**src/rtl/imem_pkg.sv**
```systemverilog
// imem_pkg: shared types and defaults for the instruction-memory load controller.
package imem_pkg;
    typedef enum logic [1:0] {
        ST_IDLE    = 2'd0,
        ST_LOAD    = 2'd1,
        ST_RELEASE = 2'd2,
        ST_RUN     = 2'd3
    } imem_state_e;
    localparam int IMEM_DEPTH = 256;
    localparam int IMEM_AW    = $clog2(IMEM_DEPTH);
endpackage

```
**src/rtl/imem_release_timer.sv**
```systemverilog
// imem_release_timer: loadable down-counter; done flags the final count so the owner can leave on that edge.
module imem_release_timer #(
    parameter int W = 3
) (
    input  logic         clk,
    input  logic         rst,
    input  logic         load,
    input  logic [W-1:0] load_val,
    output logic         done
);
    logic [W-1:0] cnt_q, cnt_d;
    always_comb begin
        cnt_d = load ? load_val : (cnt_q != '0) ? cnt_q - 1'b1 : cnt_q;
    end
    always_ff @(posedge clk) begin
        if (rst) cnt_q <= '0;
        else     cnt_q <= cnt_d;
    end
    assign done = cnt_q == W'(1);
endmodule

```
**src/rtl/imem_load_ctrl.sv**
```systemverilog
// imem_load_ctrl: owns the instruction-memory port, streams a program image in while holding the core
// in reset, then releases the core after a fixed delay and hands the port to its fetch path.
module imem_load_ctrl import imem_pkg::*; #(
    parameter int ADDR_W      = 32,
    parameter int DATA_W      = 32,
    parameter int DEPTH       = IMEM_DEPTH,
    parameter int RELEASE_DLY = 4
) (
    input  logic                     clk,
    input  logic                     rst,
    input  logic                     load_start,
    input  logic                     load_valid,
    output logic                     load_ready,
    input  logic [ADDR_W-1:0]        load_addr,
    input  logic [DATA_W-1:0]        load_data,
    input  logic                     load_last,
    output logic                     cpu_rst,
    input  logic                     cpu_fetch_req,
    input  logic [ADDR_W-1:0]        cpu_fetch_addr,
    output logic                     cpu_fetch_gnt,
    output logic                     mem_en,
    output logic                     mem_we,
    output logic [$clog2(DEPTH)-1:0] mem_addr,
    output logic [DATA_W-1:0]        mem_wdata,
    output logic [$clog2(DEPTH):0]   words_loaded,
    output logic                     load_err,
    output logic                     busy
);
    localparam int AW = $clog2(DEPTH);
    localparam int TW = $clog2(RELEASE_DLY + 1);
    localparam logic [AW:0] FULL = (AW + 1)'(DEPTH);

    imem_state_e state_q, state_d;
    logic [AW:0] words_q, words_d;
    logic        err_q, err_d;
    logic        accept, good, run, tmr_done;
    logic        unused_fetch_bits;

    assign run    = state_q == ST_RUN;
    assign accept = state_q == ST_LOAD && load_valid;
    // Good beats are word-aligned and fall inside the DEPTH-word window.
    assign good   = load_addr[1:0] == 2'b00 && (load_addr >> (AW + 2)) == '0;

    always_comb begin
        state_d = state_q;
        words_d = words_q;
        err_d   = err_q;
        case (state_q)
            ST_IDLE, ST_RUN: begin
                if (load_start) begin
                    state_d = ST_LOAD;
                    words_d = '0;
                    err_d   = 1'b0;
                end
            end
            ST_LOAD: begin
                if (accept) begin
                    words_d = (good && words_q != FULL) ? words_q + 1'b1 : words_q;
                    err_d   = err_q | ~good;
                    state_d = load_last ? ST_RELEASE : ST_LOAD;
                end
            end
            default: state_d = tmr_done ? ST_RUN : ST_RELEASE;
        endcase
    end

    always_ff @(posedge clk) begin
        if (rst) begin
            state_q <= ST_IDLE;
            words_q <= '0;
            err_q   <= 1'b0;
        end else begin
            state_q <= state_d;
            words_q <= words_d;
            err_q   <= err_d;
        end
    end

    imem_release_timer #(.W(TW)) u_timer (
        .clk      (clk),
        .rst      (rst),
        .load     (accept && load_last),
        .load_val (TW'(RELEASE_DLY)),
        .done     (tmr_done)
    );

    assign load_ready    = state_q == ST_LOAD;
    assign busy          = state_q == ST_LOAD || state_q == ST_RELEASE;
    assign cpu_rst       = !run;
    assign cpu_fetch_gnt = run && cpu_fetch_req;
    assign mem_we        = accept && good;
    assign mem_en        = mem_we || cpu_fetch_gnt;
    assign mem_addr      = mem_we ? load_addr[2 +: AW] : run ? cpu_fetch_addr[2 +: AW] : '0;
    assign mem_wdata     = mem_we ? load_data : '0;
    assign words_loaded  = words_q;
    assign load_err      = err_q;
    assign unused_fetch_bits = ^{cpu_fetch_addr[1:0], cpu_fetch_addr[ADDR_W-1:AW+2]};
endmodule

```
**config.mk**
```make
export PLATFORM = sky130hd
export DESIGN_NAME = imem_load_ctrl
export DESIGN_NICKNAME = d
export VERILOG_FILES = /design/src/rtl/imem_pkg.sv /design/src/rtl/imem_release_timer.sv /design/src/rtl/imem_load_ctrl.sv
export SDC_FILE = /design/constraint.sdc
export NUM_CORES = 1
export LEC_CHECK = 0
export BUFFER_PORTS_ARGS = -buffer_cell sky130_fd_sc_hd__buf_2
export CORE_ASPECT_RATIO = 0.9
export CORE_MARGIN = 2
export CORE_UTILIZATION = 34
export DETAILED_ROUTE_END_ITERATION = 16
export GPL_TIMING_DRIVEN = 0
export HOLD_SLACK_MARGIN = 0.03
export PLACE_DENSITY = 0.83
export SLEW_MARGIN = 15
export SYNTH_ARGS = -nofsm -noshare
export SYNTH_HDL_FRONTEND = slang
export SYNTH_HIERARCHICAL = 1
export SYNTH_SLANG_ARGS = --single-unit
```
**constraint.sdc**
```tcl
create_clock -name clk -period 2.35 [get_ports clk]
set_input_delay 0.3525 -clock clk [delete_from_list [all_inputs] [get_ports clk]]
set_output_delay 0.3525 -clock clk [all_outputs]
set_load 0.01 [all_outputs]
```
### After elaboration in Yosys (flattened, before gate mapping)

Cells that the tools add are included.

| word-level totals | value |
|---|---|
| input port bits | 102 |
| bits in registers | 15 |
| logic and storage cells | 54 |

| cells by class | value |
|---|---|
| add/subtract/negate cells | 2 |
| equal/unequal tests | 8 |
| multiplexer cells | 17 |
| bitwise logic cells | 2 |
| reductions and logical operators | 20 |

Operator list:

| cell | number |
|---|---|
| $logic_not A32 Y1 | 1 |
| $mux W32 | 1 |
| $mux W9 | 3 |
| $pmux W9 S2 | 1 |
| $mux W8 | 2 |
| $add A9 B1 Y9 const B | 1 |
| $ne A9 B9 Y1 const B | 1 |
| $logic_and A1 B1 Y1 | 6 |
| $mux W2 | 3 |
| $mux W3 | 2 |
| $eq A2 B2 Y1 const B | 2 |
| $logic_not A2 Y1 | 2 |
| $ne A2 B1 Y1 const B | 2 |
| $pmux W2 S2 | 1 |
| $reduce_and A4 Y1 | 1 |
| $reduce_bool A2 Y1 | 2 |
| $reduce_or A2 Y1 | 2 |
| $eq A3 B1 Y1 const B | 1 |
| $mux W1 | 3 |
| $reduce_and A3 Y1 | 1 |
| $reduce_bool A3 Y1 | 1 |
| $sub A3 B1 Y3 const B | 1 |
| $eq A2 B1 Y1 const B | 1 |
| $logic_or A1 B1 Y1 | 2 |
| other kinds (6) | 6 |

### Logic depth before layout (Yosys ltp)

Gate-level depths: netlist (run 1).

| depth | value |
|---|---|
| word-level depth | 6 |
| mapped depth | 7 |
| gate-level depth less buffers | 7 |

### Hierarchy

Netlist (run 1), hierarchy kept.

By module, submodules not included:

| module | instances | seq. area each (um^2) | area each (um^2) | cells an instance |
|---|---|---|---|---|
| imem_load_ctrl | 1 | 240.2 | 1191.1 | 169 |
| imem_release_timer | 1 | 60.1 | 224.0 | 23 |

### Least setup slack after synthesis (run 1)

Ideal clock, no wire load.

| path | value |
|---|---|
| path kind | in2out |
| from | in load_addr[27] |
| to | out mem_addr[0] |
| data required time | 1997 ps |
| cell stages on the path | 6 |
| data arrival time | 1507 ps |
| path buffers | 1 |
| path slack | 491 ps |
| cells stage by stage | nor4_2 -> nand4_2 -> nor3_2 -> buf_2 -> nand2_1 -> o21ai_0 |

| between the ends | value |
|---|---|
| word-level cells in the longest chain between the ends | 4 |

RTL lines:

| element | RTL line | RTL |
|---|---|---|
| start, declared | imem_load_ctrl.sv:14 | `input logic [ADDR_W-1:0] load_addr,` |
| $logic_not A32 Y1 | imem_load_ctrl.sv:42 | `assign good = load_addr[1:0] == 2'b00 && (load_addr >> (AW + 2)) == '0;` |
| $logic_and A1 B1 Y1 | imem_load_ctrl.sv:42 |  |
| $logic_and A1 B1 Y1 | imem_load_ctrl.sv:91 | `assign mem_we = accept && good;` |
| via mem_we | imem_load_ctrl.sv:22 | `output logic mem_we,` |
| $mux W8 | imem_load_ctrl.sv:93 | `assign mem_addr = mem_we ? load_addr[2 +: AW] : run ? cpu_fetch_addr[2 +: AW] : '0;` |
| end, declared | imem_load_ctrl.sv:23 | `output logic [$clog2(DEPTH)-1:0] mem_addr,` |

The timed path passes the listed nets, and every way through them passes these cells.

### Final worst setup path (run 1)

| path | value |
|---|---|
| from | reg state_q[0] |
| to | out mem_addr[3] |

| between the ends | value |
|---|---|
| word-level cells in the longest chain between the ends | 4 |

RTL lines:

| element | RTL line | RTL |
|---|---|---|
| start, declared | imem_load_ctrl.sv:33 | `imem_state_e state_q, state_d;` |
| start signal, assigned | imem_load_ctrl.sv:73 | `state_q <= state_d;` |
| $eq A2 B1 Y1 | imem_load_ctrl.sv:40 | `assign accept = state_q == ST_LOAD && load_valid;` |
| $logic_and A1 B1 Y1 | imem_load_ctrl.sv:40 |  |
| $logic_and A1 B1 Y1 | imem_load_ctrl.sv:91 |  |
| $mux W8 * | imem_load_ctrl.sv:93 |  |

Every way passes the cells marked *; elsewhere a longest branch is shown, timed or not.

==> results.md, run 1 <==
* PnR worst setup slack at 0.185 ns
* H-tree levels at 1
* CP max-delay cell: dfxtp_1
* Max_cap viols at 0
* Met3 Use GR at 2.61%
* Full die area at around 4700 um^2
* Grt peak-use layer: met2
* Drt first pass iters at 4
* Data arrival, critical path at 1.81 ns
* RePlAce Congestion at about 0.87
* Num CTS Buffers at 3
* Vias per cell at 4.86
* Top cell by count, worst path: nand2_1
* GR Util met1 at 21.9%
* IR drop worst, VDD at 527 uV
* Syn_area_per_cell at approximately 7.4 um^2
* Critical path required time at 2.00 ns
* Setup TNS at 0 ns
* Starting density of the core at a little over a third
* Final Hold Vio Count at 0
* Clk sink count at 15
* Leak at 1.22 nW
* Seq cells post-synth at 15
* Post-route ant nets at 0
* Syn-to-layout area delta at 56.5%
* Root Driver: clkbuf_8
* Yosys warns at 6
* Die H at roughly 65 um
* Startpoint types: register
* Initial antenna violation count at 0
* GRT Total Usage at 18.9%
* Post-CTS Setup Repair Bufs at 0
* I/O Pins at 158
* Clock slew at reported path FFs at around 0.060 ns
* Final period util at between 90 and 100%
* Hpwl dp at 3790 um
* Diodes inserted at 0
* Die W at 72.0 um
* Row count at 22
* Clock Skews at 0.00309 ns
* Post-synthesis sequential area ratio at around a fifth
* Unique masters post-synth at 42
* Max Slew Vio Count at 0
* CP Cell Sequence: ha_4 > nand2_1 > nor3_4 > clkbuf_4 > nand2_1 > o21ai_0 > buf_2
* Mapped cell area at approximately 1400 um^2
* Worst-Margin Slew at between 0.6 and 0.7 ns
* Pwr/cell area at 544 nW/um^2
* Relative slew margins at 55.2%
* DR vias at around 1800
* Setup crit end kind: output pin
* Worst hold path type: in2reg
* CP max FO at 10
* Fmax at 462 MHz
* Residual DRC at 0
* GR Util met2 at about 34%
* First-pass GRT wire length at about 7100 um
* Status: completed
* RSZ-0062 raised after global routing: false
* CTS tree: built
* Worst-Skew Late Latency at between 0.2 and 0.3 ns
* Vias in the first global route at 1628
* DR WL/cell at between 10 and 15 um
* Nets@finish at around 440
* CP max stage delay at around 0.42 ns
* CTS Hold Bufs at 0
* Detailed-route wire length at about 4600 um
* Tmin final at around 2.2 ns
* Detailed router's first-iteration violation count at 53
* Input/output buffers at around 130
* Largest net degree at the start of global routing at 11
* Share of post-route cells with drive strength above 1 at 47.9%
* Core ar. at slightly above 4000 um^2
* Worst setup path class: reg2out
* CTS Buffer Depth at 2
* Synth Instances at around 190
* Dpl ws at -0.00210 ns
* Setup violations, final at 0
* GRT Residual Overflow at 0
==> kinds of logic after synthesis <==
kind of cell,share of synthesized area (%)
flip-flops,21.2
other,0.531
AO/OA/AOI/OAI,11.8
buffers and inverters,4.15
XOR/XNOR,0.619
adder cells (fa/ha/maj),7.07
multiplexers,3.54
AND/OR/NAND/NOR,51.0
==> metal layers <==
layer  wire length [um]  up-vias
li1                   -      933
met1               1810      827
met2               2330       70
met3                374        7
met4                 88        0
met5                  0        -
==> metrics by stage <==
stage          cell area (um^2)  util (%)  hold slack [ns]  total power (W)  cells
3_3_place_gp               2140      53.0            0.446         0.000946    374
2_1_floorplan              1420         -            0.420         0.000760    193
4_1_cts                    2200      54.3            0.383          0.00119    378
3_5_place_dp               2140      53.0            0.483         0.000966    374
5_1_grt                    2210      54.7            0.405          0.00131    378
6_report                   2210      54.7            0.379          0.00120    378
==> power by group <==
group          internal, W  leakage, nW  total [W]  switching, W
clock network     0.000121       0.0228   0.000224      0.000103
logic             0.000284         1.08   0.000634      0.000349
registers         0.000303        0.122   0.000348     0.0000442
total             0.000708         1.22    0.00120      0.000496
==> registers in the layout, indices dropped and copies added, names as in the netlist <==
name           cells
load_err           1
u_timer/cnt_q      3
state_q            2
words_loaded       9
==> critical path, delay by kind of cell, from the launching register on <==
kind,cells,cell delay [ns]
compound gates,1,0.07
fa+ha+maj,1,0.22
buf+inv,2,0.41
flops,1,0.42
simple gates,3,0.43
==> synth_stat cells (all sizes together) <==
cell type / n / area [um^2]
a2111oi: 2 / 20.0
a21oi: 4 / 20.0
a311oi: 1 / 15.0
a31o: 1 / 8.76
a32oi: 1 / 8.76
and2: 34 / 213
and2b: 1 / 8.76
and3: 2 / 12.5
and4: 2 / 17.5
buf: 1 / 5.00
clkbuf: 5 / 20.0
conb: 2 / 7.51
dfxtp: 15 / 300
ha: 8 / 100
inv: 9 / 33.8
mux2i: 5 / 50.1
nand2: 34 / 130
nand2b: 4 / 25.0
nand3: 5 / 25.0
nand4: 4 / 31.3
nor2: 6 / 22.5
nor2b: 7 / 43.8
nor3: 6 / 35.0
nor4: 7 / 77.6
nor4b: 2 / 17.5
nor4bb: 1 / 10.0
o211a: 1 / 10.0
o211ai: 2 / 15.0
o21a: 1 / 7.51
o21ai: 10 / 50.1
o31ai: 1 / 12.5
or2: 4 / 25.0
or2b: 1 / 7.51
or3b: 1 / 8.76
or4: 1 / 11.3
xnor2: 1 / 8.76
==> worst paths after layout <==
path	from	endpoint	slack, ns	depth (start not counted)
setup / recovery	state_q[0]$_SDFFE_PP0P_	mem_addr[3]	0.19	7
setup reg to reg	state_q[0]$_SDFFE_PP0P_	words_loaded[4]$_SDFFE_PP0P_	0.33	7
hold / removal	rst	state_q[0]$_SDFFE_PP0P_	0.38	2
hold reg to reg	load_err$_SDFFE_PP0P_	load_err$_SDFFE_PP0P_	0.50	1
==> final cells by class <==
cell class,count,area [um^2]
flip-flops and latches,15,300
repair buffers,133,666
multi-input cells,163,1080
plain buffers,6,31.3
clock buffers,4,45.0
inverters,9,33.8
fillers,388,1830
well taps,48,60.1
==> layout by cell type (no fill, tap or decap), types with 5 or more instances in the layout <==
master and count:
and2_1 34, buf_2 133, dfxtp_1 15, ha_1 7
inv_1 9, mux2i_1 5, nand2_1 33, nand3_1 5
nor2_1 6, nor2b_1 7, nor3_1 5, o21ai_0 10
==> timing repair <==
item,4_1_cts,5_1_grt
hold endpoints to repair,0,0
cloned,0,0
endpoints found under the setup margin,34,41
gates resized for setup,3,5
pin swaps,0,1
Power figures use the tool's default switching activity.
==> inputs of run 2 (changes only) <==
--- a/config.mk
+++ b/config.mk
@@ -13,6 +13,7 @@
 export GPL_TIMING_DRIVEN = 0
 export HOLD_SLACK_MARGIN = 0.03
 export PLACE_DENSITY = 0.83
+export RECOVER_POWER = 100
 export SLEW_MARGIN = 15
 export SYNTH_ARGS = -nofsm -noshare
 export SYNTH_HDL_FRONTEND = slang
==> results.md, run 2 (synthesis results as in run 1) <==
* Drt first pass iters at 5
* Top Layer Used: met4
* Met1 wire length at 1820 um
* Startpoint types: register
* Root Driver: clkbuf_8
* Top cell by count, worst path: nand2_1
* Worst Path Buf+Inv at 2
* Detailed router's first-iteration violation count at 43
* Critical path required time at 2.00 ns
* Largest net degree at the start of global routing at 11
* CP max FO at 10
* Syn-to-layout area delta at 52.6%
* RSZ-0062 raised after global routing: false
* Max_cap viols at 0
* Met3 Wirelength at 359 um
* Starting density of the core at between 30% and 40%
* Tmin final at roughly 2.2 ns
* Largest register FFs at 9
* Commonest non-fill, non-tap cell in the layout: buf_2
* Util after Layout at 53.4%
* CP max stage delay at 0.42 ns
* Worst-Margin Slew at between 0.6 and 0.7 ns
* RePlAce Congestion at 0.873
* CTS Hold Bufs at 0
* Vias per cell at 4.87
* Full die area at between 4000 and 5000 um^2
* Clock Skews at 0.00373 ns
* First-pass GRT wire length at 7110 um
* Register-to-Register Path Depth at 7
* Max Slew Vio Count at 0
* Detailed-route wire length at 4610 um
* Core ar. at 4050 um^2
* IR drop worst, VDD at 515 uV
* GRT Residual Overflow at 0
* CTS Buffer Depth at 2
* DR WL/cell at 12.2 um
* Fmax at about 460 MHz
* Clk sink count at 15
* DR vias at 1840
* Status: completed
* GRT Total Usage at between 10% and 20%
* CP Cell Sequence: ha_4 > nand2_1 > nor3_4 > clkbuf_4 > nand2_1 > o21ai_0 > clkbuf_2
* H-tree levels at 1
* Initial antenna violation count at 0
* Worst setup path class: reg2out
* Nets@finish at 441
* Pwr/cell area at 550 nW/um^2
* Clock slew at reported path FFs at 0.06 ns
* CP max-delay cell: dfxtp_1
* Diodes inserted at 0
* Relative slew margins at 53.8%
* Die H at between 60 and 70 um
* Setup crit end kind: output pin
* Area post-placement at 2140 um^2
* Share of post-route cells with drive strength above 1 at a little over a third
* CTS tree: built
* Met2 WL at 2370 um
* Levels on crit path at 7
* Post-route ant nets at 0
* Leak at 1.06 nW
* Worst hold path type: in2reg
* Vias in the first global route at 1628
* Hold path cells at 2
* Hpwl dp at ~3800 um
* Critical path's top delay family: simple AND/OR/NAND/NOR gates
* Row count at 22
* I/O Pins at between 150 and 200
* Post-CTS Setup Repair Bufs at 0
* Worst-Skew Late Latency at 0.26 ns
* Setup violations, final at 0
* Dpl ws at -0.00210 ns
* Input/output buffers at 133
* PnR worst setup slack at 0.181 ns
* Final period util at 92.3%
* Residual DRC at 0
* Data arrival, critical path at 1.82 ns
* Final instance area at 2160 um^2
* Final Hold Vio Count at 0
* Die W at 72.0 um
* Most frequent cells in the layout: 94 x buf_2, 37 x clkbuf_1, 33 x nand2_1
* Num CTS Buffers at 3
==> run 2: changes by cell type in the layout (fill, tap and decap cells not counted) <==
cell and delta:
a2111oi_0 +1, a2111oi_1 -1, a311oi_1 +1, a311oi_2 -1, and2_0 +13, and2_1 -13
buf_2 -39, clkbuf_1 +35, clkbuf_2 +4, or4_1 +1, or4_4 -1
==> run 2: cell type report <==
type | instances | area, um^2
multi-input combinational | 163 | 1070
timing repair buffer | 133 | 622
buffer | 6 | 31.3
fill | 408 | 1890
sequential | 15 | 300
tap | 48 | 60.1
inverter | 9 | 33.8
clock buffer | 4 | 45.0
==> run 2: power by group <==
part | leakage (nW) | switching, W | internal [W] | total [W]
Combinational | 0.910 | 0.000345 | 0.000270 | 0.000615
Clock | 0.0228 | 0.000103 | 0.000121 | 0.000224
Sequential | 0.122 | 0.0000445 | 0.000303 | 0.000348
==> run 2: path summary, 6_finish.rpt <==
kind	slack [ns]	to	from
worst max-delay path	0.18	mem_addr[7]	state_q[0]$_SDFFE_PP0P_
worst min-delay path	0.38	state_q[0]$_SDFFE_PP0P_	rst
worst max register to register	0.31	words_loaded[4]$_SDFFE_PP0P_	state_q[0]$_SDFFE_PP0P_
worst min register to register	0.50	load_err$_SDFFE_PP0P_	load_err$_SDFFE_PP0P_
==> run 2: routing by layer <==
metal | vias to the layer above | track usage [%]
met1 | 820 | 21.9
li1 | 934 | -
met4 | 0 | 8.49
met5 | - | 0
met2 | 81 | 34.1
met3 | 5 | 2.61
==> run 2: worst register-to-register path, cell delays in order, from the launching register on <==
cell and delay [ns]:
dfxtp_1 0.42, inv_1 0.07, ha_1 0.35, nand2b_1 0.15, o211ai_1 0.19, or4_1 0.56, nand3_1 0.13, o31ai_2 0.07
==> run 2: what timing repair did <==
| item | in CTS | in global routing |
|---|---|---|
| endpoints found under the setup margin | 34 | 41 |
| gates cloned | 0 | 0 |
| pin swaps | 0 | 1 |
| gates resized for setup | 3 | 5 |
==> run 2: through the flow <==
stage / total power, W / hold WS (ns) / std cells / setup TNS, ns
final: 0.00119 / 0.376 / 378 / 0
after global routing: 0.00128 / 0.399 / 378 / 0
after CTS: 0.00119 / 0.383 / 378 / 0
after detailed placement: 0.000966 / 0.483 / 374 / -0.00210
after global placement: 0.000946 / 0.446 / 374 / 0
after floorplan: 0.000760 / 0.420 / 193 / 0
==> inputs of run 3 (changes only) <==
--- a/config.mk
+++ b/config.mk
@@ -6,9 +6,9 @@
 export NUM_CORES = 1
 export LEC_CHECK = 0
 export BUFFER_PORTS_ARGS = -buffer_cell sky130_fd_sc_hd__buf_2
-export CORE_ASPECT_RATIO = 0.9
 export CORE_MARGIN = 2
 export CORE_UTILIZATION = 34
+export CTS_CLUSTER_SIZE = 25
 export DETAILED_ROUTE_END_ITERATION = 16
 export GPL_TIMING_DRIVEN = 0
 export HOLD_SLACK_MARGIN = 0.03
==> results.md, run 3 (synthesis results as in run 1) <==
* IR drop worst, VDD at 452 uV
* DR WL/cell at 13.0 um
* CP max FO at 10
* H-tree levels at 1
* Startpoint types: input port
* Clock power share at 17.6%
* I/O Pins at 158
* Combinational power share at 53.2%
* Share of post-route cells with drive strength above 1 at 38.2%
* CP max stage delay at 0.31 ns
* Top cell by count, worst path: nand2_1
* Root Driver: clkbuf_8
* Final Hold Vio Count at 0
* Clock slew at reported path FFs at 0.06 ns
* Relative slew margins at 52.8%
* Syn-to-layout area delta at 53.5%
* Detailed-route wire length at 4960 um
* DR vias at around 1800
* CTS Hold Bufs at 0
* Die W at slightly below 70 um
* Commonest non-fill, non-tap cell in the layout: buf_2
* Cell internal pwr at 0.000692 W
* Drt first pass iters at 4
* Critical path required time at ~2.0 ns
* Sw Share at 41.6%
* Fmax at roughly 460 MHz
* Post-route ant nets at 0
* Residual DRC at 0
* GRT Total Usage at 18.7%
* RePlAce Congestion at 0.860
* CTS Buffer Depth at 2
* Data arrival, critical path at 1.84 ns
* Largest net degree at the start of global routing at 11
* Initial antenna violation count at 0
* CP max-delay cell: nor3_4
* CP Cell Sequence: buf_2 > nor4_1 > nand2_1 > nor3_4 > clkbuf_4 > nand2_1 > o21ai_0 > clkbuf_2
* Post-CTS Setup Repair Bufs at 0
* Setup crit end kind: output pin
* Clk sink count at 15
* Pwr/cell area at 545 nW/um^2
* Tmin final at 2.20 ns
* WHS at 0.381 ns
* Starting density of the core at between 30% and 40%
* CTS tree: built
* Largest register FFs at 9
* Status: completed
* Core ar. at approximately 4000 um^2
* Max Slew Vio Count at 0
* Worst-Margin Slew at 0.708 ns
* Hpwl dp at 4150 um
* Most frequent cells in the layout: 98 x buf_2, 33 x clkbuf_1, 33 x nand2_1
* Clock Skews at 0.00361 ns
* Worst-Skew Late Latency at approximately 0.25 ns
* Die H at around 69 um
* Input/output buffers at 133
* Leak at 1.07 nW
* Diodes inserted at 0
* Non-Filler Instances at 380
* Max_cap viols at 0
* Setup TNS at 0 ns
* RSZ-0062 raised after global routing: false
* Switch Pwr at 0.000493 W
* Detailed router's first-iteration violation count at 49
* Row count at 23
* Reg power frac at 29.3%
* Final period util at 93.4%
* Placed cells at 376
* Setup violations, final at 0
* Util after Layout at between 50 and 60%
* Full die area at about 4700 um^2
* Nets@finish at 441
* Worst hold path type: in2reg
* First-pass GRT wire length at 6710 um
* Vias per cell at 4.80
* Num CTS Buffers at 3
* Worst setup path class: in2out
* GRT Residual Overflow at 0
* Vias in the first global route at around 1500
[run 3: power by group through the flow]
stage               logic, W  registers, W  clock network, W
CTS                 0.000635      0.000343          0.000211
global route        0.000700      0.000354          0.000228
global placement    0.000597      0.000347                 0
detailed placement  0.000628      0.000348                 0
finish              0.000630      0.000347          0.000208
floorplan           0.000415      0.000345                 0
[run 3: final cells by class]
type,instances,area (um^2)
flip-flops and latches,15,300
clock inverters,1,5.00
inverters,9,33.8
multi-input cells,163,1070
repair buffers,133,626
well taps,50,62.6
plain buffers,6,31.3
fillers,419,1830
clock buffers,3,41.3
[run 3: repair_timing]
action | in CTS | in global routing
resized for setup | 1 | 9
pin swaps | 0 | 1
endpoints found under the setup margin | 30 | 41
[run 3: through the flow]
step	area [um^2]	setup slack, ns	total power, W
2_1_floorplan	1420	0.491	0.000760
3_3_place_gp	2150	0.0568	0.000944
3_5_place_dp	2150	0.0136	0.000975
4_1_cts	2200	0.00480	0.00119
5_1_grt	2170	0.0345	0.00128
6_report	2170	0.155	0.00118
[run 3: routing by layer]
| metal | part of all wire (%) | track usage, % | wire, um | vias up |
|---|---|---|---|---|
| li1 | - | - | - | 928 |
| met1 | 39 | 22.3 | 1920 | 817 |
| met2 | 50 | 34.1 | 2490 | 76 |
| met3 | 10 | 3.57 | 511 | 4 |
| met4 | 0.59 | 4.50 | 29 | 0 |
| met5 | 0 | 0 | 0 | - |
[run 3: worst max-delay path, delay by kind of cell]
| family | cells | cell delay, ns |
|---|---|---|
| AO/OA/AOI/OAI | 1 | 0.08 |
| buffers and inverters | 3 | 0.52 |
| AND/OR/NAND/NOR | 4 | 0.89 |
[run 3: final timing paths]
check                           slack (ns)                     from  cells past startpoint                      endpoint
worst min register to register        0.47    load_err$_SDFFE_PP0P_                      1         load_err$_SDFFE_PP0P_
worst max register to register        0.29  state_q[0]$_SDFFE_PP0P_                      7  words_loaded[4]$_SDFFE_PP0P_
worst min-delay path                  0.38                      rst                      2       state_q[0]$_SDFFE_PP0P_
worst max-delay path                  0.15            load_addr[13]                      8                   mem_addr[2]
